==> config.mk <==
export PLATFORM = sky130hd
export DESIGN_NAME = display_scheduler
export DESIGN_NICKNAME = d
export VERILOG_FILES = /design/src/rtl/display_pkg.sv /design/src/rtl/display_scheduler_rr_arbiter.sv /design/src/rtl/display_scheduler.sv
export SDC_FILE = /design/constraint.sdc
export NUM_CORES = 1
export LEC_CHECK = 0
export ABC_AREA = 1
export CORE_ASPECT_RATIO = 1.75
export CORE_MARGIN = 2
export CORE_UTILIZATION = 30
export CTS_CLUSTER_DIAMETER = 60
export DETAILED_ROUTE_END_ITERATION = 8
export PLACE_DENSITY = 0.61
export SYNTH_ARGS = -nofsm -noshare
export SYNTH_HDL_FRONTEND = slang
export SYNTH_SLANG_ARGS = --single-unit
==> constraint.sdc <==
create_clock -name clk -period 2.4 [get_ports clk]
set_input_delay 0.24 -clock clk [delete_from_list [all_inputs] [get_ports clk]]
set_output_delay 0.24 -clock clk [all_outputs]
set_load 0.01 [all_outputs]
==> src/rtl/display_pkg.sv <==
// Shared types and constants for the seven-segment display scheduler.
package display_pkg;

    // Scheduler FSM encoding; also visible on the debug state output.
    typedef enum logic [1:0] {
        ST_IDLE  = 2'd0,
        ST_SPLIT = 2'd1,
        ST_SHOW  = 2'd2
    } state_t;

    // Largest value the two-digit display can show.
    localparam logic [6:0] MAX_DISPLAY = 7'd99;
    // Amount removed per split step (one tens digit).
    localparam logic [6:0] DIGIT_STEP  = 7'd10;

    // Saturate a 7-bit source value to the displayable range.
    function automatic logic [6:0] clamp_display(input logic [6:0] v);
        return (v > MAX_DISPLAY) ? MAX_DISPLAY : v;
    endfunction

endpackage

==> src/rtl/display_scheduler_rr_arbiter.sv <==
// Combinational round-robin arbiter: finds the first active request at or
// after ptr, wrapping modulo NUM_REQ. The pointer itself lives in the parent.
module rr_arbiter #(
    parameter int NUM_REQ = 3,
    parameter int PTR_W   = (NUM_REQ > 1) ? $clog2(NUM_REQ) : 1
) (
    input  logic [NUM_REQ-1:0] req,
    input  logic [PTR_W-1:0]   ptr,
    input  logic               enable,
    output logic [NUM_REQ-1:0] winner,
    output logic [PTR_W-1:0]   index
);

    // Walk candidates from farthest to nearest so the nearest active one wins.
    always_comb begin
        int         cand;
        logic [PTR_W-1:0] cand_idx;
        winner   = '0;
        index    = '0;
        cand     = 0;
        cand_idx = '0;
        if (enable) begin
            for (int k = NUM_REQ - 1; k >= 0; k--) begin
                cand = int'(ptr) + k;
                if (cand >= NUM_REQ) begin
                    cand = cand - NUM_REQ;
                end
                cand_idx = cand[PTR_W-1:0];
                if (req[cand_idx]) begin
                    winner           = '0;
                    winner[cand_idx] = 1'b1;
                    index            = cand_idx;
                end
            end
        end
    end

endmodule

==> src/rtl/display_scheduler.sv <==
// Time-shares a two-digit seven-segment display among NUM_REQ requesters.
// Handshake: a requester holds req high; the value is sampled only on the
// edge where its grant bit pulses, and nothing is queued after that.
module display_scheduler
    import display_pkg::*;
#(
    parameter int NUM_REQ     = 3,
    parameter int HOLD_CYCLES = 1000
) (
    input  logic                 clk,
    input  logic                 rst,
    input  logic [NUM_REQ-1:0]   req,
    input  logic [7*NUM_REQ-1:0] value_in,
    output logic [NUM_REQ-1:0]   grant,
    output logic [3:0]           leftDigit,
    output logic [3:0]           rightDigit,
    output logic                 digits_valid,
    output logic                 busy,
    output logic [2:0]           owner,
    output logic                 overflow,
    output logic [1:0]           state_dbg
);

    localparam int PTR_W  = (NUM_REQ > 1) ? $clog2(NUM_REQ) : 1;
    localparam int HOLD_W = $clog2(HOLD_CYCLES);
    localparam logic [PTR_W-1:0]  LAST_IDX = PTR_W'(NUM_REQ - 1);
    localparam logic [HOLD_W-1:0] HOLD_RELOAD = HOLD_W'(HOLD_CYCLES - 1);

    state_t              state;
    logic [PTR_W-1:0]    ptr;
    logic [PTR_W-1:0]    w_idx;
    logic [6:0]          rem;
    logic [3:0]          tens;
    logic                ovf_next;
    logic [HOLD_W-1:0]   hold_cnt;

    logic [NUM_REQ-1:0]  arb_winner;
    logic [PTR_W-1:0]    arb_index;
    logic [6:0]          sel_value;
    logic [PTR_W-1:0]    ptr_after;

    rr_arbiter #(
        .NUM_REQ (NUM_REQ),
        .PTR_W   (PTR_W)
    ) u_arb (
        .req    (req),
        .ptr    (ptr),
        .enable (state == ST_IDLE),
        .winner (arb_winner),
        .index  (arb_index)
    );

    // Select the winner's value and the pointer position just past it.
    always_comb begin
        sel_value = value_in[7*int'(arb_index) +: 7];
        ptr_after = (arb_index == LAST_IDX) ? '0 : arb_index + 1'b1;
    end

    assign state_dbg = state;

    // Scheduler FSM: capture, repeated-subtraction split, then hold.
    always_ff @(posedge clk or negedge rst) begin
        if (!rst) begin
            state        <= ST_IDLE;
            ptr          <= '0;
            w_idx        <= '0;
            rem          <= '0;
            tens         <= '0;
            ovf_next     <= 1'b0;
            hold_cnt     <= '0;
            grant        <= '0;
            leftDigit    <= '0;
            rightDigit   <= '0;
            digits_valid <= 1'b0;
            busy         <= 1'b0;
            owner        <= '0;
            overflow     <= 1'b0;
        end else begin
            grant <= '0;
            case (state)
                ST_IDLE: begin
                    if (req != '0) begin
                        grant    <= arb_winner;
                        w_idx    <= arb_index;
                        rem      <= clamp_display(sel_value);
                        tens     <= '0;
                        ovf_next <= (sel_value > MAX_DISPLAY);
                        ptr      <= ptr_after;
                        busy     <= 1'b1;
                        state    <= ST_SPLIT;
                    end
                end
                ST_SPLIT: begin
                    if (rem >= DIGIT_STEP) begin
                        rem  <= rem - DIGIT_STEP;
                        tens <= tens + 4'd1;
                    end else begin
                        // Display outputs move only here, so the old digits
                        // stay steady for the whole split.
                        leftDigit    <= tens;
                        rightDigit   <= rem[3:0];
                        owner        <= 3'(w_idx);
                        overflow     <= ovf_next;
                        digits_valid <= 1'b1;
                        busy         <= 1'b0;
                        hold_cnt     <= HOLD_RELOAD;
                        state        <= ST_SHOW;
                    end
                end
                ST_SHOW: begin
                    if (hold_cnt == '0) begin
                        state <= ST_IDLE;
                    end else begin
                        hold_cnt <= hold_cnt - 1'b1;
                    end
                end
                default: begin
                    state <= ST_IDLE;
                end
            endcase
        end
    end

endmodule
; ---- Yosys cells after proc, flatten, opt, wreduce, memory -nomap -nowiden
; Cells that the tools add are included.
[totals]
regBits = 44
in_bits = 26
output_inout_bits = 19
[classes]
n_addsub = 9
n_mul = 1
magnitude_cmp = 11
n_eq_ne = 8
n_shift = 1
muxes = 45
bitwise = 1
reduce_logical = 14
[op_table]
columns = operator, n
row1 = $mux W2, 14
row2 = $mux W7, 3
row3 = $shiftx A21 B6 Y7, 1
row4 = $mux W10, 2
row5 = $pmux W10 S2, 1
row6 = $mux W3, 5
row7 = $pmux W7 S2, 1
row8 = $reduce_and A3 Y1, 4
row9 = $logic_not A10 Y1, 1
row10 = $ne A2 B2 Y1 const B, 5
row11 = $sub A10 B1 Y10 const B, 1
row12 = $lt A2 B3 Y1 const B, 3
row13 = $mux W1, 8
row14 = $mux W4, 2
row15 = $pmux W4 S2, 1
row16 = $ge A7 B4 Y1 const B, 1
row17 = $gt A7 B7 Y1 const B, 1
row18 = $sub A7 B4 Y7 const B, 1
row19 = $bmux W1 S2, 3
row20 = $demux W1 S2, 3
row21 = $ge A2 B1 Y1 const B, 3
row22 = $ge A3 B2 Y1 const B, 2
row23 = $pmux W2 S3, 1
row24 = $mul A3 B2 Y5 const A, 1
row25 = other kinds (16), 22

; ---- Logic depth before layout (Yosys ltp)
[logic_depth]
depth_word = 16
mapped_depth = 18
ltp_nobuf = 18

; ---- Cells and area by module
; Synthesis repeated with hierarchy kept, for this count alone.
[hier_totals]
cells_unflattened = 346
area_unflattened_um2 = 2581.2
[modules_own_cells]
columns = mod, n_inst, cells_each, area_per_inst_um2, seq_area_each_um2
row1 = display_scheduler, 1, 292, 2314.7, 1101.1
row2 = rr_arbiter, 1, 54, 266.5, 0.0

; ---- Worst setup path before layout
; OpenSTA, ideal clock, no wires.
[synth_timing]
path_kind = reg-to-reg
startpoint = register ptr[0]
endpoint = register rem[1]
t_arrival_ns = 1.912
required_time_ns = 2.283
slack_ns = 0.371
stages_incl_launch_ff = 16
path_buffers = 1
synth_period_minus_slack_ns = 2.029
cell_sequence = dfrtp_1 inv_1 ha_1 o21ai_1 nand2_2 nand2_1 nand2_1 nand2_2 nand2_4 buf_6 a21oi_2 nand3_1 nand2_2 nand2_1 nand2_1 nand2_1
[synth_between]
elab_chain_len = 16
word_cells_on_any_way = 30
[synth_lines]
columns = element, line
row1 = from (decl), display_scheduler.sv:30  ; logic [PTR_W-1:0] ptr;
row2 = from (signal assigned), display_scheduler.sv:88  ; ptr <= ptr_after;
row3 = $add A2 B2 Y3, display_scheduler_rr_arbiter.sv:24  ; cand = int'(ptr) + k;
row4 = $ge A3 B2 Y1 / $sub A2 B1 Y2 (equally long branches), "display_scheduler_rr_arbiter.sv:25, display_scheduler_rr_arbiter.sv:26"
row5 = $mux W2, display_scheduler_rr_arbiter.sv:25  ; if (cand >= NUM_REQ) begin
row6 = $mux W2, display_scheduler_rr_arbiter.sv:22  ; if (enable) begin
row7 = $bmux W1 S2, display_scheduler_rr_arbiter.sv:29  ; if (req[cand_idx]) begin
row8 = $mux W1 (not written as such), display_scheduler_rr_arbiter.sv:29
row9 = $mux W2 (2 in series), display_scheduler_rr_arbiter.sv:29
row10 = $mux W2 (*), display_scheduler_rr_arbiter.sv:29
row11 = $mux W2 (*), display_scheduler_rr_arbiter.sv:22
row12 = $mul A3 B2 Y5 (*), display_scheduler.sv:55  ; sel_value = value_in[7*int'(arb_index) +: 7];
row13 = $shiftx A21 B6 Y7 (*), display_scheduler.sv:55
row14 = $gt A7 B7 Y1, display_pkg.sv:18  ; return (v > MAX_DISPLAY) ? MAX_DISPLAY : v;
row15 = $mux W7 (*), display_pkg.sv:18
row16 = $mux W7 (*), display_scheduler.sv:82  ; if (req != '0) begin
row17 = $pmux W7 S2 (*), display_scheduler.sv:80  ; case (state)
row18 = to (signal assigned), display_scheduler.sv:85  ; rem <= clamp_display(sel_value);
row19 = to (signal assigned), display_scheduler.sv:95  ; rem <= rem - DIGIT_STEP;
row20 = to (decl), display_scheduler.sv:32  ; logic [6:0] rem;
; Mark *: on every way between the ends. The rest lies on a longest branch, timed or not. The select of a mux whose other input is x is not followed.
; A chain may end at the register's enable or synchronous reset.

; ---- Worst setup path after layout
[layout_timing]
startpoint = register ptr[1]
endpoint = register rem[1]
; Same word-level chain as after synthesis.

==> results_tabular.tex <==
\begin{tabular}{lr}
\hline
Metric & Value \\
\hline
\multicolumn{2}{l}{\textbf{Synthesis}} \\
Mapped Nets & 350 \\
Area share of the largest cell type after synthesis & 45.01\% \\
Main area contributors after synthesis & dfrtp\_1 45\%, nand2\_1 11\%, inv\_1 6.3\% \\
Post-synthesis instance area & 2446 um2 \\
Number of register bits inferred by synthesis & 44 \\
Largest area contributor in the netlist & dfrtp\_1 \\
Count of cell types in the netlist & 35 \\
Synth warn & 0 \\
Sequential element share of the synthesized area & 45.01\% \\
Average size of a mapped cell & 7.668 um2 \\
Number of instances in the synthesized netlist & 319 \\
\multicolumn{2}{l}{\textbf{Floorplanning}} \\
Effective utilization at floorplan & 30.93\% \\
Area of the core region & 7909 um2 \\
Die area & 8921 um2 \\
Ports placed on the boundary & 45 \\
Vertical extent of the die & 123.5 um \\
Die width & 72.26 um \\
Floorplan row count & 43 \\
\multicolumn{2}{l}{\textbf{Power and ir drop}} \\
Internal Power & 2.525 mW \\
Worst vdd rail ir drop & 0.6117 mV \\
Switching component of the power & 1.930 mW \\
Part of the power in registers & 29.6\% \\
Share of power burned in the clock network & 16.5\% \\
Power density of the placed cells & 1402 nW/um2 \\
Leak pwr & 1.528 nW \\
Combinational share of power & 54.0\% \\
Sw frac & 43.32\% \\
\multicolumn{2}{l}{\textbf{Job}} \\
Max Cap Viol & 0 \\
\multicolumn{2}{l}{\textbf{Setup path}} \\
Type of the setup path with the least slack & reg2reg \\
Max stage delay cell, worst path & dfrtp\_1 \\
Capturing element type of the critical path & register \\
Required @ worst endpoint & 2.57 ns \\
Delay of the slowest cell on the worst path & 0.40 ns \\
Most common cell type on the critical path & nand2\_1 \\
Highest fanout seen on the critical path & 17 \\
Data arrival time of the critical path & 2.30 ns \\
Kind of start point of the critical path & register \\
Ordered cell list for the critical path & inv\_1 -> ha\_2 -> inv\_2 -> nand2\_1 -> a21oi\_1 -> nor3\_1 -> nand2\_4 -> a21oi\_2 -> inv\_1 -> nand2\_1 -> nor2\_1 -> nand2\_2 -> nand2\_1 -> nand2\_1 -> nand2\_1 \\
\multicolumn{2}{l}{\textbf{Outcome}} \\
Result of the run & finished clean \\
\multicolumn{2}{l}{\textbf{Min path}} \\
Type of the worst min-delay path & in2async \\
\multicolumn{2}{l}{\textbf{Place}} \\
Weighted congestion reported at the end of routability-driven placement & 0.7948 \\
DP Worst Slack & 0.1156 ns \\
HPWL after DPL & 4388 um \\
Count of port buffers added during placement & 43 \\
\multicolumn{2}{l}{\textbf{Clock network}} \\
Buffer depth of the longest clock path & 2 \\
TritonCTS clock tree & yes \\
H-Tree Level Count & 2 \\
Clock network latency to the later pin of the worst-skew pair & 0.28 ns \\
Clock transition at the registers of the reported paths & 0.06 ns \\
Clock net sink count & 44 \\
Buffer type at the clock tree root & clkbuf\_16 \\
Number of clock buffers inserted by TritonCTS & 5 \\
\multicolumn{2}{l}{\textbf{STA}} \\
Worst clock skew on the final layout & 0.005417 ns \\
Shortest period the worst path allows & 2.128 ns \\
Final-report hold violation count & 0 \\
Final-report max-slew violation count & 0 \\
Unrepaired setup endpoints after global routing & no \\
Final setup violation count & 0 \\
Fin Hold WS & 0.4380 ns \\
Final worst-path cycle share & 88.68\% \\
Total negative slack for setup checks & 0 ns \\
Max Clk Rate & 0.4699 GHz \\
Minimum setup slack in the final design & 0.2718 ns \\
\multicolumn{2}{l}{\textbf{GRT}} \\
Layer with the highest usage & met2 \\
Routing usage on met2 & 25.69\% \\
Global routing usage on met3 & 2.282\% \\
Largest net degree at the start of global routing & 26 \\
Initial antenna violation count & 0 \\
Via count of the first global-routing pass & 2256 \\
Remaining Overflow, GRT & 0 \\
First-pass GRT wire length & 9770 um \\
Met1 track demand over resource & 14.72\% \\
Global-route total usage across every layer & 13.98\% \\
\multicolumn{2}{l}{\textbf{Drt}} \\
DR pass1 iterations & 5 \\
DRC viols & 0 \\
Vias per cell & 4.742 \\
Total wirelength of the detailed-routed design & 5560 um \\
Post-detailed-route wirelength per cell & 12.14 um \\
Antenna viol nets, final & 0 \\
Vias & 2172 \\
DRC violation total after the first TritonRoute iteration & 90 \\
\multicolumn{2}{l}{\textbf{Final layout}} \\
Layout overhead on the synthesized area & 29.87\% \\
Count of fill cells added during filler insertion & 815 \\
Diodes inserted & 0 \\
Multi-input combinational cell area & 1144 um2 \\
FF+latch area & 1101 um2 \\
Share of final-layout standard cells stronger than drive strength 1 & 13.32\% \\
Post-layout nets & 400 \\
\hline
\end{tabular}
placed cells by master, fill, tap and decap left out, types with 2 or more instances in the layout:
cell type	count
a21oi_1	14
dfrtp_1	44
nor2_1	36
inv_2	9
nand3_2	3
o22ai_1	2
inv_1	41
o21ai_0	26
nand2_2	6
clkbuf_16	5
nand2_1	72
nor2_2	3
nand2_4	3
o21ai_2	2
o21a_1	2
buf_4	5
ha_1	3
o21ai_1	4
a31oi_1	2
clkdlybuf4s50_1	42
nor3_1	4
nand3_1	15
nand3b_1	2
a21oi_2	5
path summary, 6_finish.rpt:
kind / start / endpoint / slack (ns) / depth (start not counted)
worst max-delay path: ptr[1]$_DFFE_PN0P_ / rem[1]$_DFFE_PN0P_ / 0.27 / 15
worst min-delay path: rst / grant[1]$_DFF_PN0_ / 0.44 / 2
worst max register to register: ptr[1]$_DFFE_PN0P_ / rem[1]$_DFFE_PN0P_ / 0.27 / 15
worst min register to register: digits_valid$_DFFE_PN0P_ / digits_valid$_DFFE_PN0P_ / 0.46 / 1
max in group asynchronous: rst / rem[5]$_DFFE_PN0P_ / 1.27 / 3
min in group clk: digits_valid$_DFFE_PN0P_ / digits_valid$_DFFE_PN0P_ / 0.46 / 1
cell usage after synthesis (all sizes together):
library cell / count
a41oi: 1
clkinv: 1
nand2: 82
o22ai: 2
clkbuf: 3
nor2: 40
buf: 3
o31a: 1
dfrtp: 44
a21oi: 19
o21a: 2
or2: 1
ha: 5
conb: 1
o211ai: 1
a31oi: 2
o21ai: 32
a31o: 1
nor4: 1
nor3: 5
nand3b: 2
nand3: 18
o221ai: 1
xor2: 1
inv: 50
sequential cells by signal (all words and copies together), names as in the netlist, 3 cells and up:
register / cells
hold_cnt: 10
rem: 7
leftDigit: 4
rightDigit: 4
tens: 4
grant: 3
metrics by stage:
step           total power, mW  area (um2)  utilization (%)  cells
6_report                 4.455        3177            40.17    458
5_1_grt                  4.893        3177            40.17    458
4_1_cts                  4.426        3146            39.77    458
3_5_place_dp             3.667        2980            37.68    451
3_3_place_gp             3.604        2980            37.68    451
2_1_floorplan            2.924        2446                -    319
cell families after synthesis:
| family | after synthesis | synth area share, % |
|---|---|---|
| DFF | 44 | 45.01 |
| buffers and inverters | 57 | 9.514 |
| AOI/OAI and AO/OA | 62 | 14.58 |
| adders and majority gates | 5 | 2.558 |
| other | 1 | 0.1533 |
| xor gates and xnor gates | 1 | 0.3581 |
| and+or+nand+nor | 149 | 27.83 |
power by group through the flow:
stage / combinational [mW] / sequential (mW) / clock, mW
3_5_place_dp: 2.34 / 1.33 / 0
3_3_place_gp: 2.28 / 1.32 / 0
5_1_grt: 2.73 / 1.37 / 0.785
6_report: 2.40 / 1.32 / 0.733
4_1_cts: 2.35 / 1.32 / 0.753
2_1_floorplan: 1.59 / 1.33 / 0
timing repair:
action | CTS | global route
resized for setup | 0 | 6
setup buffers | 0 | 0
endpoints found under the setup margin | 0 | 6
endpoints found under the hold margin | 20 | 0
hold buffers | 1 | 0
layer usage:
layer,routed length (um),share of wire [%]
met5,0,0
met4,163,2.9
met3,229,4.1
met2,3015,54
met1,2152,39
critical path, delay by kind of cell, from the launching register on:
family,cells,cell delay (ns)
buffers and inverters,3,0.22
adders and majority gates,1,0.22
and+or+nand+nor,9,0.89
DFF,1,0.40
AOI/OAI and AO/OA,2,0.25
final cells by class:
class                           instances  share of cell area (%)
Inverter                               51                   6.026
Sequential cell                        44                   34.66
Clock inverter                          1                  0.9453
Multi-Input combinational cell        218                   36.00
Tap cell                               90                   3.545
Clock buffer                            5                   3.939
Timing Repair Buffer                   49                   14.89
(Power assumes the default switching activity.)
